`src/rtl/csidh_ise_pipe.sv`:
```
// csidh_ise_pipe: two-stage CSIDH ISE datapath computing sub/subadd/andadd/carry against a modulus limb table.
// The carry operation and its shifter are built only when CSIDH_ISE_CARRY_EN is defined.
module csidh_ise_pipe #(
  parameter int unsigned XLEN  = 64,
  parameter int unsigned NLIMB = 9,
  parameter int unsigned IMMW  = 4,
  parameter int unsigned RADIX = 57,
  parameter logic [NLIMB*XLEN-1:0] P_LIMBS = {
    64'h0065B48E8F740F89, 64'h017FF91561A2BC7C, 64'h01312AD0B420EBB7,
    64'h00446212D7DFE634, 64'h01322C9CDA7AAC6C, 64'h00ACFE6AA0EA2CE6,
    64'h003307C2D3C9709C, 64'h010DFA2BD6541A8D, 64'h0181B90533C6C87B}
) (
  input  logic            g_clk,
  input  logic            g_resetn,
  input  logic            req_valid,
  output logic            req_ready,
  input  logic [XLEN-1:0] rs1,
  input  logic [XLEN-1:0] rs2,
  input  logic [IMMW-1:0] imm,
  input  logic            op_csidh_sub,
  input  logic            op_csidh_subadd,
  input  logic            op_csidh_andadd,
  input  logic            op_csidh_carry,
  output logic            rsp_valid,
  input  logic            rsp_ready,
  output logic [XLEN-1:0] rd
);

  logic [XLEN-1:0] limb;
  logic [XLEN-1:0] s1_diff;
  logic [XLEN-1:0] s1_and;
  logic [XLEN-1:0] s1_rs2;
  logic [XLEN-1:0] s2_sum;
  logic            s1_valid;
  logic            s1_sub;
  logic            s1_subadd;
  logic            s1_andadd;
  logic            xfer;
  logic            accept;

`ifdef CSIDH_ISE_CARRY_EN
  logic [XLEN-1:0] s1_sh;
  logic            s1_carry;
`else
  logic            unused_carry;
  assign unused_carry = op_csidh_carry;
`endif

  assign xfer      = s1_valid && (!rsp_valid || rsp_ready);
  assign req_ready = !s1_valid || xfer;
  assign accept    = req_valid && req_ready;

  // Limb table lookup; indices past the table select zero
  always_comb begin
    limb = '0;
    for (int unsigned i = 0; i < NLIMB; i++) begin
      if (imm == IMMW'(i)) limb = P_LIMBS[i*XLEN +: XLEN];
    end
  end

  // Stage 1: operands, op flags and the rs1-derived terms
  always_ff @(posedge g_clk or negedge g_resetn) begin
    if (!g_resetn) begin
      s1_valid  <= 1'b0;
      s1_sub    <= 1'b0;
      s1_subadd <= 1'b0;
      s1_andadd <= 1'b0;
      s1_rs2    <= '0;
      s1_diff   <= '0;
      s1_and    <= '0;
`ifdef CSIDH_ISE_CARRY_EN
      s1_carry  <= 1'b0;
      s1_sh     <= '0;
`endif
    end else if (accept) begin
      s1_valid  <= 1'b1;
      s1_sub    <= op_csidh_sub;
      s1_subadd <= op_csidh_subadd;
      s1_andadd <= op_csidh_andadd;
      s1_rs2    <= rs2;
      s1_diff   <= rs1 - limb;
      s1_and    <= rs1 & limb;
`ifdef CSIDH_ISE_CARRY_EN
      s1_carry  <= op_csidh_carry;
      s1_sh     <= XLEN'($signed(rs1) >>> RADIX);
`endif
    end else if (xfer) begin
      s1_valid  <= 1'b0;
    end
  end

  // Final sums, OR-merged across every asserted op
  always_comb begin
    s2_sum = '0;
    if (s1_sub)    s2_sum = s2_sum | s1_diff;
    if (s1_subadd) s2_sum = s2_sum | (s1_diff + s1_rs2);
    if (s1_andadd) s2_sum = s2_sum | (s1_and + s1_rs2);
`ifdef CSIDH_ISE_CARRY_EN
    if (s1_carry)  s2_sum = s2_sum | (s1_sh + s1_rs2);
`endif
  end

  // Stage 2: registered response, held while the consumer stalls
  always_ff @(posedge g_clk or negedge g_resetn) begin
    if (!g_resetn) begin
      rsp_valid <= 1'b0;
      rd        <= '0;
    end else if (xfer) begin
      rsp_valid <= 1'b1;
      rd        <= s2_sum;
    end else if (rsp_valid && rsp_ready) begin
      rsp_valid <= 1'b0;
    end
  end

endmodule
```
`config.mk`:
```
export PLATFORM = sky130hd
export DESIGN_NAME = csidh_ise_pipe
export DESIGN_NICKNAME = d
export VERILOG_FILES = /design/src/rtl/csidh_ise_pipe.sv
export SDC_FILE = /design/constraint.sdc
export NUM_CORES = 1
export LEC_CHECK = 0
export CAP_MARGIN = 20
export CORE_ASPECT_RATIO = 1.5
export CORE_UTILIZATION = 55
export DETAILED_ROUTE_END_ITERATION = 7
export PLACE_DENSITY = 0.82
export REMOVE_ABC_BUFFERS = 1
export SETUP_SLACK_MARGIN = 0.05
export SLEW_MARGIN = 10
export SYNTH_ARGS = -nofsm -noshare
export SYNTH_HDL_FRONTEND = slang
export SYNTH_SLANG_ARGS = --single-unit
```
`constraint.sdc`:
```
create_clock -name g_clk -period 6.8 [get_ports g_clk]
set_input_delay 2.04 -clock g_clk [delete_from_list [all_inputs] [get_ports g_clk]]
set_output_delay 2.04 -clock g_clk [all_outputs]
set_load 0.01 [all_outputs]
```
==> reports/results.txt <==
Routed WL - 88700 um
CP required - 7.27 ns
RSZ-0062 raised after global routing - false
PD cells - 289 nW/um2
final critical-path required period - 6.33 ns
GRT overflow - 0
Int Pwr - 4.41 mW
status - finished with violations
DRT iter0 DRCs - 2371
logic gate share of total power - 48.4%
kind of critical path - primary input to flip-flop
failing checks - design-rule violations
# nets final - 3486
Layout area overhead - 15.0%
crit share post-route - 93.1%
max_slew headroom - 24.0%
Post-synth EDFFs - 0
die height - 253 um
drc violations - 13
CTS root buf - clkbuf_16
CTS clk-pin slew, worst paths - 0.06 ns
placed cells - 3637
vias in the first global route - 23000
max-cap violation count - 0
multi-input logic area - 15600 um2
Post-Syn Instances - 3001
Reg area - 6360 um2
# setup viols final - 0
first-pass GRT wire length - 132000 um
Net Sw Power - 3.25 mW
Synth Flop Type - dfrtp_1
post-DP HPWL - 70200 um
GRT Total Usage - 40.8%
Clk pwr share - 23.4%
Peak VDD IR - 0.000288 V
die area - 42700 um2
Worst-Skew Late Latency - 0.59 ns
core area - 41200 um2
Routed Antenna Nets - 0
clk buf depth - 3
count of synthesis-stage warnings from yosys - 0
ys async rst share - 100%
Mapped Area - 23000 um2
boundary pin count - 206
dpl ws - 0.128 ns
TNS Setup - 0 ns
Die Width - 169 um
post_cts resized - 0
leakage power - 12.4 nW
fin cells - 3688
htree depth - 1
overall power - 7.66 mW
routed via count - 23500
maximum fanout along the worst path - 22
Mean Syn Cell Area - 7.68 um2
GP Congestion - 1.06
hold_ws - 0.478 ns
Layout Skew - 0.0138 ns
highest clock rate - 158 MHz
initial core utilization - 55.9%
FF+latch count, synth - 254
CTS tree - built
TritonCTS Buffers - 28
number of post-CTS setup repair buffers - 0
setup ws final - 0.471 ns
CP Launch Type - primary input
Worst-Margin Slew - 1.13 ns
pin count of the biggest net entering global routing - 105
Worst Path Arrival - 6.80 ns
Hold WC Path Type - flip-flop to flip-flop
Final Max Tran Viols - 0
switching part of the total - 42.4%
initial antenna violation count - 4
clock sinks - 254
first-pass detailed-route iteration total - 8
layout cell share with drive strength beyond 1 - 4.89%
PortBufs - 204
antenna cell count - 0
cts hold-fix bufs - 0
# rows - 91
Layout fillers - 3619
Unique masters post-synth - 101
Worst Setup End Kind - flip-flop
Hold Violations, Final - 0
Via density - 6.37
sequential element share of the synthesized area - 27.6%
sequential share of power - 28.2%
routed wire length per instance - 24.1 um
## power groups by stage
stage / Combinational, mW / Sequential (mW) / Clock, mW
2_1_floorplan: 2.24 / 2.16 / 0
3_3_place_gp: 3.55 / 2.16 / 0
3_5_place_dp: 3.61 / 2.17 / 0
4_1_cts: 3.63 / 2.15 / 1.81
5_1_grt: 3.98 / 2.18 / 1.86
6_report: 3.71 / 2.16 / 1.79
## flip-flops by register name (all words and copies together) (netlist names)
register and flops:
rd 64, rsp_valid 1, s1_and 57, s1_andadd 1, s1_diff 64, s1_rs2 64, s1_sub 1, s1_subadd 1
s1_valid 1
## cell type report
class                   instances  share of cell area (%)
well taps                     558                    2.63
flip-flops and latches        254                    24.0
clock inverters                19                    1.18
repair buffers                234                    8.67
clock buffers                  32                    2.82
multi-input cells            2461                    58.9
inverters                     130                    1.84
## worst max-delay path, cell delays in order
cell and delay, ns:
clkdlybuf4s50_1 0.67, buf_4 0.30, and2_1 0.20, o32ai_1 0.15, ha_1 0.26, fa_1 0.44, nor2b_1 0.21, o21ai_0 0.12
a21boi_1 0.34, o21ai_0 0.24, o31ai_1 0.34, o21ai_0 0.26, a211oi_1 0.68, o2111ai_1 0.26, mux2i_1 0.20, nand2_1 0.06
## cell families (layout without fill, tap and decap cells)
group,Yosys count,in the layout,share of synthesized area [%]
muxes,6,6,0.261
xor gates and xnor gates,154,154,5.85
adders and majority gates,237,237,13.0
DFF,254,254,27.6
and+or+nand+nor,1178,1178,22.8
buffers and inverters,286,415,4.84
AOI/OAI and AO/OA,886,886,25.7
## synthesized netlist by cell type, types with 15 or more instances
library cell  count  share of area [%]
o21a_1           32                1.0
nor2b_1          36               0.98
or3_1            19               0.52
nor3_1           55                1.2
a21o_1           87                2.8
o21bai_1         36                1.2
a221oi_1         20               0.76
nand2_1         658                 11
a21oi_1         221                4.8
o21ai_0         210                4.6
a31oi_1          39                1.1
a222oi_1         43                1.9
o31ai_1          20               0.65
xor2_1           51                1.9
and3_1           29               0.79
dfrtp_1         254                 28
clkbuf_1        118                1.9
nand2b_1         33               0.90
nand3_1          58                1.3
xnor2_1         103                3.9
or2_2            15               0.41
buf_2            26               0.56
ha_1            234                 13
inv_1           128                2.1
nor2_1          167                2.7
nand4_1          45                1.2
o21ai_1          20               0.43
## layout by cell type (no fill, tap or decap), types with 32 or more instances in the layout
master	instances
nor2_1	167
inv_1	128
ha_1	234
nor2b_1	36
xor2_1	51
o21bai_1	36
nand3_1	58
nor3_1	55
o21a_1	32
o21ai_0	210
a222oi_1	43
nand4_1	45
nand2_1	656
a21o_1	87
a21oi_1	221
nand2b_1	33
xnor2_1	103
dfrtp_1	251
a31oi_1	39
clkdlybuf4s50_1	203
## routing by layer
layer | up-vias | global-route usage (%) | share of wire [%]
met5 | - | 0 | 0.041
met1 | 11100 | 43.8 | 35
met3 | 333 | 5.34 | 6.4
li1 | 10900 | - | -
met2 | 1097 | 72.0 | 49
met4 | 6 | 31.7 | 9.0
## stage by stage
stage	cell area (um2)	util, %
floorplan	22400	-
global placement	25400	61.7
detailed placement	25400	61.7
CTS	26500	64.3
global route	26500	64.3
finish	26500	64.3
## worst paths after layout
check	start	endpoint	slack [ns]	cells after the start
setup / recovery	imm[0]	s1_diff[56]$_DFFE_PN0P_	0.47	16
hold reg to reg	rd[21]$_DFFE_PN0P_	rd[21]$_DFFE_PN0P_	0.48	2
hold / removal	rd[21]$_DFFE_PN0P_	rd[21]$_DFFE_PN0P_	0.48	2
max in group asynchronous	g_resetn	s1_subadd$_DFFE_PN0P_	3.95	2
setup reg to reg	s1_rs2[0]$_DFFE_PN0P_	rd[52]$_DFFE_PN0P_	2.31	13
min in group asynchronous	g_resetn	s1_rs2[25]$_DFFE_PN0P_	1.50	1
No activity file was read; power rests on OpenSTA's default activity.
